File: config.mk
export PLATFORM = sky130hd
export DESIGN_NAME = fixed_point_add_pipe_flat
export DESIGN_NICKNAME = d
export VERILOG_FILES = /design/src/rtl/fixed_point_add_pipe_if.sv /design/src/rtl/fixed_point_add_pipe.sv /design/src/flat_wrapper.sv
export SDC_FILE = /design/constraint.sdc
export NUM_CORES = 1
export LEC_CHECK = 0
export ABC_CLOCK_PERIOD_IN_PS = 4200
export CORE_ASPECT_RATIO = 0.7
export CORE_MARGIN = 5
export CORE_UTILIZATION = 45
export DETAILED_ROUTE_END_ITERATION = 12
export HOLD_SLACK_MARGIN = 0.03
export PLACE_DENSITY = 0.67
export SYNTH_ARGS = -nofsm -noshare
export SYNTH_HDL_FRONTEND = slang
export SYNTH_SLANG_ARGS = --single-unit
File: constraint.sdc
create_clock -name clk -period 4.2 [get_ports clk]
set_input_delay 0.84 -clock clk [delete_from_list [all_inputs] [get_ports clk]]
set_output_delay 0.84 -clock clk [all_outputs]
set_load 0.005 [all_outputs]
File: src/rtl/fixed_point_add_pipe_if.sv
`default_nettype none
// ============================================================================
// Module   : fixed_point_add_pipe_if
// Brief    : Operand/result stream bundle for the sign-magnitude adder pipe.
// Revision : 1.0 - initial release
// ============================================================================
interface fixed_point_add_pipe_if #(
    parameter int WIDTH = 32,
    parameter int CNT_W = 8
);
    logic             in_valid;
    logic             in_ready;
    logic [WIDTH-1:0] in_a;
    logic [WIDTH-1:0] in_b;
    logic             out_valid;
    logic             out_ready;
    logic [WIDTH-1:0] out_sum;
    logic             out_ovf;
    logic             clr_count;
    logic [CNT_W-1:0] ovf_count;

    modport master (
        output in_valid, in_a, in_b, out_ready, clr_count,
        input  in_ready, out_valid, out_sum, out_ovf, ovf_count
    );

    modport slave (
        input  in_valid, in_a, in_b, out_ready, clr_count,
        output in_ready, out_valid, out_sum, out_ovf, ovf_count
    );
endinterface
`default_nettype wire

File: src/rtl/fixed_point_add_pipe.sv
`default_nettype none
// ============================================================================
// Module   : fixed_point_add_pipe
// Brief    : Two-stage valid/ready sign-magnitude adder with overflow counter.
//            Define FXP_SATURATE_EN to clamp overflowed magnitudes (else wrap).
// Revision : 1.0 - initial release
// ============================================================================
module fixed_point_add_pipe #(
    parameter int WIDTH = 32,
    parameter int CNT_W = 8
) (
    input  logic                   clk,
    input  logic                   n_rst,
    fixed_point_add_pipe_if.slave  bus
);
    localparam int c_MAG_W = WIDTH - 1;
    localparam logic [CNT_W-1:0] c_CNT_ONE = {{(CNT_W-1){1'b0}}, 1'b1};

    logic               w_s1_adv;
    logic               w_s2_adv;
    logic [c_MAG_W-1:0] w_mag_a;
    logic [c_MAG_W-1:0] w_mag_b;
    logic               w_a_ge_b;
    logic [c_MAG_W-1:0] w_big;
    logic [c_MAG_W-1:0] w_small;
    logic               w_sub;
    logic               w_sign;
    logic [c_MAG_W:0]   w_sum_ext;
    logic [c_MAG_W-1:0] w_diff;
    logic [c_MAG_W-1:0] w_mag_res;
    logic               w_ovf;
    logic [WIDTH-1:0]   w_result;

    logic               r_s1_valid;
    logic [c_MAG_W-1:0] r_s1_big;
    logic [c_MAG_W-1:0] r_s1_small;
    logic               r_s1_sign;
    logic               r_s1_sub;
    logic               r_s2_valid;
    logic [WIDTH-1:0]   r_out_sum;
    logic               r_out_ovf;
    logic [CNT_W-1:0]   r_ovf_count;

    assign w_s2_adv = !r_s2_valid || bus.out_ready;
    assign w_s1_adv = !r_s1_valid || w_s2_adv;

    always_comb begin
        w_mag_a  = bus.in_a[c_MAG_W-1:0];
        w_mag_b  = bus.in_b[c_MAG_W-1:0];
        w_a_ge_b = (w_mag_a >= w_mag_b);
        w_big    = w_a_ge_b ? w_mag_a : w_mag_b;
        w_small  = w_a_ge_b ? w_mag_b : w_mag_a;
        w_sub    = bus.in_a[WIDTH-1] ^ bus.in_b[WIDTH-1];
        // Equal magnitudes with differing signs give zero, normalised in S2.
        w_sign   = (w_sub && !w_a_ge_b) ? bus.in_b[WIDTH-1] : bus.in_a[WIDTH-1];
    end

    always_comb begin
        w_sum_ext = {1'b0, r_s1_big} + {1'b0, r_s1_small};
        w_diff    = r_s1_big - r_s1_small;
        w_ovf     = !r_s1_sub && w_sum_ext[c_MAG_W];
        w_mag_res = r_s1_sub ? w_diff : w_sum_ext[c_MAG_W-1:0];
`ifdef FXP_SATURATE_EN
        if (w_ovf) begin
            w_mag_res = {c_MAG_W{1'b1}};
        end
`endif
        w_result  = (w_mag_res == '0) ? '0 : {r_s1_sign, w_mag_res};
    end

    always_ff @(posedge clk) begin
        if (!n_rst) begin
            r_s1_valid <= 1'b0;
            r_s1_big   <= '0;
            r_s1_small <= '0;
            r_s1_sign  <= 1'b0;
            r_s1_sub   <= 1'b0;
        end else if (w_s1_adv) begin
            r_s1_valid <= bus.in_valid;
            if (bus.in_valid) begin
                r_s1_big   <= w_big;
                r_s1_small <= w_small;
                r_s1_sign  <= w_sign;
                r_s1_sub   <= w_sub;
            end
        end
    end

    always_ff @(posedge clk) begin
        if (!n_rst) begin
            r_s2_valid <= 1'b0;
            r_out_sum  <= '0;
            r_out_ovf  <= 1'b0;
        end else if (w_s2_adv) begin
            r_s2_valid <= r_s1_valid;
            if (r_s1_valid) begin
                r_out_sum <= w_result;
                r_out_ovf <= w_ovf;
            end
        end
    end

    always_ff @(posedge clk) begin
        if (!n_rst || bus.clr_count) begin
            r_ovf_count <= '0;
        end else if (r_s2_valid && bus.out_ready && r_out_ovf &&
                     (r_ovf_count != {CNT_W{1'b1}})) begin
            r_ovf_count <= r_ovf_count + c_CNT_ONE;
        end
    end

    assign bus.in_ready  = w_s1_adv;
    assign bus.out_valid = r_s2_valid;
    assign bus.out_sum   = r_out_sum;
    assign bus.out_ovf   = r_out_ovf;
    assign bus.ovf_count = r_ovf_count;
endmodule
`default_nettype wire

File: src/flat_wrapper.sv
// flat-port wrapper written by rule: the top's interface ports become plain ports
module fixed_point_add_pipe_flat 
#(
    parameter int WIDTH = 32,
    parameter int CNT_W = 8
)
  (clk, n_rst, bus_in_valid, bus_in_a, bus_in_b, bus_out_ready, bus_clr_count, bus_in_ready, bus_out_valid, bus_out_sum, bus_out_ovf, bus_ovf_count);
  fixed_point_add_pipe_if #(.WIDTH(WIDTH), .CNT_W(CNT_W)) bus_i ();
  input  logic clk;
  input  logic n_rst;
  input wire logic [$bits(bus_i.in_valid)-1:0] bus_in_valid;
  input wire logic [$bits(bus_i.in_a)-1:0] bus_in_a;
  input wire logic [$bits(bus_i.in_b)-1:0] bus_in_b;
  input wire logic [$bits(bus_i.out_ready)-1:0] bus_out_ready;
  input wire logic [$bits(bus_i.clr_count)-1:0] bus_clr_count;
  output wire logic [$bits(bus_i.in_ready)-1:0] bus_in_ready;
  output wire logic [$bits(bus_i.out_valid)-1:0] bus_out_valid;
  output wire logic [$bits(bus_i.out_sum)-1:0] bus_out_sum;
  output wire logic [$bits(bus_i.out_ovf)-1:0] bus_out_ovf;
  output wire logic [$bits(bus_i.ovf_count)-1:0] bus_ovf_count;
  assign bus_i.in_valid = bus_in_valid;
  assign bus_i.in_a = bus_in_a;
  assign bus_i.in_b = bus_in_b;
  assign bus_i.out_ready = bus_out_ready;
  assign bus_i.clr_count = bus_clr_count;
  assign bus_in_ready = bus_i.in_ready;
  assign bus_out_valid = bus_i.out_valid;
  assign bus_out_sum = bus_i.out_sum;
  assign bus_out_ovf = bus_i.out_ovf;
  assign bus_ovf_count = bus_i.ovf_count;
  fixed_point_add_pipe #(.WIDTH(WIDTH), .CNT_W(CNT_W)) u_core (.clk(clk), .n_rst(n_rst), .bus(bus_i));
endmodule
==> summary.md <==
| Metric | Value |
|---|---|
| Initial Utilization | 46.2% |
| Number of CTS-inserted buffers | 9 |
| Sequential power share | between 30% and 40% |
| DR iter-0 viols | 757 |
| Total power | 3.32 mW |
| Pwr dens | roughly 310 mW/mm2 |
| Endpoints failing hold | 0 |
| Register area share after synthesis | about a quarter |
| Crit share post-route | about 94% |
| Number of antenna violations at the first check in global routing | 0 |
| Arr. time, crit path | between 4 and 5 ns |
| Vias in the first global route | between 7000 and 8000 |
| Clk network pwr share | approximately a quarter |
| Cell taking the most area after synthesis | dfxtp_1 |
| Htree depth | 3 |
| Fin crit period | between 3 and 4 ns |
| Routed length per instance | between 15 and 20 um |
| Diodes inserted | 0 |
| Sequential Area | 0.00214 mm2 |
| Asr flop ratio synth | 0% |
| Fillers | ~1900 |
| Area of the core | ~0.019 mm2 |
| Top_reg_cell synth | dfxtp_1 |
| Vias | between 8000 and 9000 |
| Die Y | between 100 and 150 um |
| WS Path Type | register to register |
| Worst-Skew Late Latency | ~0.36 ns |
| Syn Inst Count | ~1100 |
| Hold_sp | u_core.bus.out_sum[8]$_SDFFE_PN0P_ |
| Syn avg cell area | 7.75 um2 |
| Final setup TNS | 0 ns |
| Layout cells sized above 1 | under 10% |
| Post-DP HPWL | ~21000 um |
| CTS root buf | clkbuf_16 |
| RSZ-0062 raised after global routing | false |
| Most frequent cells in the layout | nor2_1, clkdlybuf4s50_1, dfxtp_1, ha_1, inv_1 |
| Net Count, Synth | roughly 1300 |
| Via/cell ratio | 5.76 |
| Final Slew Violations | 0 |
| Status | complete, no violations |
| Crit-path max FO | 9 |
| Pin count of the biggest net entering global routing | 70 |
| NetSw | 1.24 mW |
| Standard-cell row count | 42 |
| Remaining global-route overflow | 0 |
| Clk slew on worst S/H paths | about 0.070 ns |
| Total wire length | 25500 um |
| CP startpoint kind | register |
| CTS sink cnt | about 110 |
| Worst vdd ir | 201 uV |
| Gate power share | about two fifths |
| Setup crit start | u_core.r_s1_small[7]$_SDFFE_PN0P_ |
| I/O Pins | around 110 |
| Top cells by area, synth | dfxtp_1, ha_1, mux2i_1 |
| 1st-pass router iterations | 6 |
| Fmax | between 0.2 and 0.3 GHz |
| RR Startpoint | u_core.r_s1_small[7]$_SDFFE_PN0P_ |
| CP required | 4.45 ns |
| Die outline width | 177 um |
| Max_cap viols | 0 |
| Count of final setup violators | 0 |
| Antenna-violating nets left | 0 |
| Synth cell types | just under 70 |
| Pleak | between 4 and 5 nW |
| Syn-to-layout area delta | 20.3% |
| #FFs+latches synth | 107 |
| Worst min-delay path category | register to register |
| Gr usage total | about 22% |
| EDFF count, synth | 0 |
| Buffers on Ports | 111 |
| Post-Route Skew | 0.00952 ns |
| Critical Path Sink Type | register |
| Most common cell after layout, fill and taps aside | nor2_1 |
| YS warnings | 0 |
| Post-Syn Area | around 0.0088 mm2 |
| Slew at the pin closest to its max-slew limit | 0.823 ns |
| Relative slew slack | roughly 44% |
| Top cell type's share of synthesized area | between 20% and 30% |
| Multi-input gate area | 0.00606 mm2 |
| Die area | ~0.022 mm2 |
| RePlAce Congestion | ~0.97 |
| Layout net count | 1386 |
| CTS tree | yes |
| Int Power | around 2.1 mW |
| Sw Ratio | 37.2% |
| First-pass GRT wire length | 40600 um |
| DRC errors left | 0 |
| Bufs on Longest Clock Path | 2 |
## flip-flops by register name (all words and copies together) (netlist names)
register              flops
u_core.r_s1_sign          1
u_core.bus.out_sum       32
u_core.r_s1_sub           1
u_core.bus.out_ovf        1
u_core.r_s1_small        31
u_core.bus.out_valid      1
u_core.r_s1_valid         1
u_core.bus.ovf_count      8
u_core.r_s1_big          31
## synthesized netlist by cell type, types with 3 or more instances
cell and n:
or3_1 5, nand4_1 15, o2111ai_1 3, a21o_1 21
nor2b_1 15, o311a_1 3, buf_2 4, a2111oi_0 4
nor2_1 152, o21bai_1 9, xor2_1 6, nor3_1 27
o31ai_1 16, or2_2 6, a211oi_1 86, nand3b_1 3
or4_1 3, buf_1 4, inv_1 91, dfxtp_1 107
nor4_1 9, o21a_1 9, and3_1 3, nand3_1 16
o211ai_1 10, mux2i_1 69, o21ai_0 38, and4_1 4
xnor2_1 28, nand2b_1 10, a21oi_1 79, and2_1 6
a21boi_0 5, o311ai_0 4, clkbuf_1 59, a31oi_1 6
o22ai_1 3, nand2_1 61, ha_1 93
## final cells by class
cell class	instances	area share (%)
inverters	91	3.23
multi-input cells	867	57.4
clock inverters	5	0.355
flip-flops and latches	107	20.3
clock buffers	11	2.30
well taps	264	3.13
repair buffers	146	13.4
## critical path: stages (launching register included)
cell and delay [ns]:
dfxtp_1 0.37, inv_1 0.07, ha_1 0.47, nor2b_1 0.13, nor3_1 0.21, o21bai_1 0.18
o211a_1 0.27, a2111oi_2 0.33, buf_4 0.17, nand4_1 0.06, or4_1 0.42, or4b_1 0.55
nor4b_2 0.28, nand4_1 0.12, o21a_1 0.20
## power by group through the flow
stage                     Combinational [mW]  Clock [mW]  Sequential [mW]
after CTS                               1.32       0.836             1.16
after detailed placement                1.32           0             1.18
after global routing                    1.48       0.881             1.17
final                                   1.35       0.819             1.16
after floorplan                        0.878           0             1.16
after global placement                  1.31           0             1.18
## worst paths after layout
| path | endpoint | cells past startpoint | slack, ns |
|---|---|---|---|
| setup / recovery | u_core.bus.out_sum[31]$_SDFFE_PN0P_ | 14 | 0.27 |
| setup reg to reg | u_core.bus.out_sum[31]$_SDFFE_PN0P_ | 14 | 0.27 |
| hold reg to reg | u_core.bus.out_sum[8]$_SDFFE_PN0P_ | 2 | 0.45 |
| hold / removal | u_core.bus.out_sum[8]$_SDFFE_PN0P_ | 2 | 0.45 |
## repair_timing
item | CTS | global route
buffers inserted | 0 | 0
hold buffers | 0 | 0
setup endpoints to repair | 0 | 1
resized for setup | 0 | 3
## per-stage QoR
step | hold slack [ns] | cell area (um2) | instances | setup slack (ns) | utilization (%)
after floorplan | 0.453 | 8780 | 1133 | 0.707 | -
after global placement | 0.444 | 10300 | 1475 | 0.184 | 54.0
after detailed placement | 0.449 | 10300 | 1475 | 0.0601 | 54.0
after CTS | 0.459 | 10600 | 1491 | 0.197 | 55.5
after global routing | 0.473 | 10600 | 1491 | 0.000184 | 55.5
final | 0.454 | 10600 | 1491 | 0.268 | 55.5
## routing by layer
layer,GRT usage (%),up-vias,share of wire [%]
met5,0,-,0
met4,3.64,0,0.60
met3,3.72,13,8.6
met2,27.1,348,35
met1,38.5,3935,55
li1,-,4286,-
## kinds of logic after synthesis
| kind of cell | Yosys count | share of synthesized area (%) |
|---|---|---|
| AO/OA/AOI/OAI | 328 | 25.7 |
| XOR/XNOR | 34 | 3.39 |
| AND/OR/NAND/NOR | 341 | 18.1 |
| multiplexers | 69 | 7.86 |
| adder cells (fa/ha/maj) | 95 | 13.7 |
| flip-flops | 107 | 24.4 |
| buffers and inverters | 159 | 6.90 |
Note: power is estimated with default switching activity, not from simulation.
==> RTL edit 1 (same flow settings) <==
`CNT_W` is set to 8 in 3 places; all go to 6.
--- a/src/rtl/fixed_point_add_pipe_if.sv
+++ b/src/rtl/fixed_point_add_pipe_if.sv
@@ -7,5 +7,5 @@
 interface fixed_point_add_pipe_if #(
     parameter int WIDTH = 32,
-    parameter int CNT_W = 8
+    parameter int CNT_W = 6
 );
     logic             in_valid;
--- a/src/rtl/fixed_point_add_pipe.sv
+++ b/src/rtl/fixed_point_add_pipe.sv
@@ -8,5 +8,5 @@
 module fixed_point_add_pipe #(
     parameter int WIDTH = 32,
-    parameter int CNT_W = 8
+    parameter int CNT_W = 6
 ) (
     input  logic                   clk,
--- a/src/flat_wrapper.sv
+++ b/src/flat_wrapper.sv
@@ -3,5 +3,5 @@
 #(
     parameter int WIDTH = 32,
-    parameter int CNT_W = 8
+    parameter int CNT_W = 6
 )
   (clk, n_rst, bus_in_valid, bus_in_a, bus_in_b, bus_out_ready, bus_clr_count, bus_in_ready, bus_out_valid, bus_out_sum, bus_out_ovf, bus_ovf_count);
Ports: changed (resized bus_ovf_count); port bits go from 112 to 110. The function was not compared with the original's and may differ.
==> RTL edit 1 against the unedited design <==
- worst hold slack better by 0.013 ns
- worst setup slack better by 0.10 ns
- fmax is 2.7% higher
- design area is 1.7% lower
- cell count is 2.4% lower
- clock power is 0.5% lower
- area after synthesis is 0.14% lower
- routed wire length is 4.2% lower
- total power is 2.0% lower
- via count is 4.1% lower
- global-route usage is 0.70 points lower
- non-clock buffer count is 13 lower
- sequential cell count is 2 lower
- largest cell class unchanged
==> RTL edit 1: results (changes against the unedited design) <==
- Area grow syn2layout: 18.5% (was 20.3%)
- Total length of routed wires: 24,400 um (was 25,500 um)
- Seq pwr share: 35.2% (was 34.9%)
- Reg-to-reg slack, setup: 0.37 ns (was 0.27 ns)
- Layout cells sized above 1: 5.46% (was 5.70%)
- Fin util: 54.6% (was 55.5%)
- Synth Area in Compound Gates: 25.8% (was 25.7%)
- Post-DP HPWL: 19,600 um (was 20,600 um)
- Vias in the first global route: 7,374 (was 7,543)
- Post-synthesis adder-cell area fraction: 13.7% (about the same)
- Seq/total area: 20.2% (was 20.3%)
- Routability Congestion: 0.950 (was 0.966)
- Non-clock buffer area fraction after layout: 12.8% (was 13.4%)
- Hold EP: u_core.bus.out_sum[7] (was u_core.bus.out_sum[8])
- Slowest-stage cell, CP: a2111oi_1 (was or4b_1)
- Clk_buf instances: 9 (was 11)
- Crit path DAT: 4.04 ns (was 4.18 ns)
- Area of the multi-input gates: 6000 um2 (was 6060 um2)
- First-pass GRT wire length: 39,400 um (was 40,600 um)
- Wirelength per Cell: 16.8 um (was 17.1 um)
- Vias: 8,233 (was 8,582)
- Initial drt markers: 851 (was 757)
- Total power: 3.26 mW (was 3.32 mW)
- Num sequential: 105 (was 107)
- Status: finished, final reports clean (unchanged)
## RTL edit 1: cell types whose count changed after synthesis, sizes merged, moves of 4 or more
cell and change:
clkbuf -22, nand2 -12, nor3 -5, o311ai -5, a31oi +5, o21a +4, buf +22, xor2 +4
o31ai -7, a21boi -4, xnor2 -6
## RTL edit 1: metal layers
layer  vias up  share of wire (%)  track usage [%]
li1       4173                  -                -
met1      3735                 57             36.2
met2       302                 35             26.6
met3        23                7.4             4.61
met4         0               0.86             3.91
met5         -                  0                0
## RTL edit 1: how the worst max path moves through the flow
stage | depth (start not counted) | endpoint
after CTS | 16 | u_core.r_s1_big[18]
final | 12 | u_core.bus.out_sum[31]
after floorplan | 15 | u_core.r_s1_small[14]
after global routing | 13 | u_core.bus.out_sum[31]
after detailed placement | 16 | u_core.r_s1_big[18]
after global placement | 16 | u_core.r_s1_big[12]
==> RTL edit 2 (config.mk and constraints unchanged) <==
Made on the original files. Reset style: asynchronous (`n_rst`), changed in 2 clocked blocks.
--- a/src/rtl/fixed_point_add_pipe.sv
+++ b/src/rtl/fixed_point_add_pipe.sv
@@ -69,5 +69,5 @@
     end
 
-    always_ff @(posedge clk) begin
+    always_ff @(posedge clk or negedge n_rst) begin
         if (!n_rst) begin
             r_s1_valid <= 1'b0;
@@ -87,5 +87,5 @@
     end
 
-    always_ff @(posedge clk) begin
+    always_ff @(posedge clk or negedge n_rst) begin
         if (!n_rst) begin
             r_s2_valid <= 1'b0;
Function: differs if n_rst is asserted again (counterexample within 4 cycles, from zero or initial values and one cycle with n_rst low); with n_rst held inactive, the same outputs for 4 cycles.
==> RTL edit 2 against the unedited design <==
- critical path depth unchanged
- register-to-register slack improved by 0.29 ns
- first-iteration DRC count increased by 59%
- sequential share of layout area increased by 4.2 points
- worst setup slack improved by 0.091 ns
- sequential cell count unchanged
- design area increased by 2.0%
- routed wire length increased by 5.8%
- count of clock-buffer cells in the layout decreased by 1
- area after synthesis increased by 4.3%
- fmax increased by 2.4%
- highest routed layer unchanged
Power is not compared: it rests on default switching activity, and its combinational part moved more than twofold at a synthesized area within 25%.
==> RTL edit 2: results (changes against the unedited design) <==
- Status: finished, final reports clean (unchanged)
- Wirelength per Cell: 18.1 um (was 17.1 um)
- Commonest cells post-synth: 134 x nand2_1, 117 x a21oi_1, 99 x dfrtp_1 (was 152 x nor2_1, 107 x dfxtp_1, 93 x ha_1)
- CP most frequent cell: a21o_1 (was nand4_1)
- Vias: 8,663 (was 8,582)
- Post-DP HPWL: 21,700 um (was 20,600 um)
- Largest net degree at the start of global routing: 71 (was 70)
- Vias in the first global route: 7,918 (was 7,543)
- CP max FO: 23 (was 9)
- All-layer global routing usage: 23.1% (was 22.1%)
- Met2 WL: 9200 um (was 9030 um)
- Multi-input gate share of total cell area: 54.5% (was 57.4%)
- Async set or reset register ratio after synthesis: 92.5% (was 0%)
- Synth Flop Type: dfrtp_1 (was dfxtp_1)
- Routability Congestion: 0.987 (was 0.966)
- Post-synth cell types: 75 (was 69)
- ClkCell Share: 2.81% (was 2.65%)
- Slowest-stage cell, CP: clkdlybuf4s50_1 (was or4b_1)
- Initial drt markers: 1,207 (was 757)
- Clk_buf instances: 10 (was 11)
- Final worst clock skew: 0.0178 ns (was 0.00952 ns)
- Multi-input gates: 875 (was 867)
- Synthesized Nets: 1,304 (was 1,297)
- DP Area: 10,500 um2 (was 10,300 um2)
- Non-clock buffer area fraction after layout: 11.9% (was 13.4%)
- First-pass GRT wire length: 43,800 um (was 40,600 um)
RTL edit 2: cell count changes in the layout (fill, tap and decap cells not counted), moves of 7 or more:
| cell | change |
|---|---|
| a21oi_1 | +39 |
| o221ai_1 | +33 |
| nor3_1 | -11 |
| nand2_1 | +74 |
| nand4_1 | +7 |
| dfrtp_1 | +99 |
| dfxtp_1 | -99 |
| o21ai_0 | +19 |
| a211oi_1 | -73 |
| mux2i_1 | -34 |
| buf_4 | -16 |
| nor2_1 | -67 |
| nand3_1 | +36 |
RTL edit 2: logic make-up after synthesis:
logic type	after synthesis	synth area share, %
compound gates	332	24.3
xor+xnor	31	2.96
fa+ha+maj	95	13.1
buf+inv	158	7.19
flops	107	28.8
mux	35	3.83
simple gates	382	19.8
RTL edit 2: critical path: cells and delay by family:
kind            cells  cell delay, ns
mux                 1            0.26
compound gates      8            1.40
fa+ha+maj           1            0.31
simple gates        1            0.41
buf+inv             3            0.84
RTL edit 2: metrics by stage:
step / std cells / util (%) / hold WS, ns
finish: 1489 / 54.2 / 0.473
global route: 1489 / 54.2 / 0.492
CTS: 1489 / 54.2 / 0.481
detailed placement: 1473 / 52.6 / 0.465
global placement: 1473 / 52.6 / 0.460
floorplan: 1140 / - / 0.470
RTL edit 2: path summary, 6_finish.rpt:
path	start	cells after the start	endpoint	slack, ns
hold reg to reg	u_core.bus.out_sum[14]	2	u_core.bus.out_sum[14]	0.47
min in group asynchronous	n_rst	1	u_core.r_s1_big[5]	0.55
hold / removal	u_core.bus.out_sum[14]	2	u_core.bus.out_sum[14]	0.47
max in group asynchronous	n_rst	2	u_core.bus.out_sum[14]	2.92
setup / recovery	bus_in_b[24]	14	u_core.r_s1_big[24]	0.36
setup reg to reg	u_core.r_s1_small[1]	12	u_core.bus.out_sum[31]	0.56
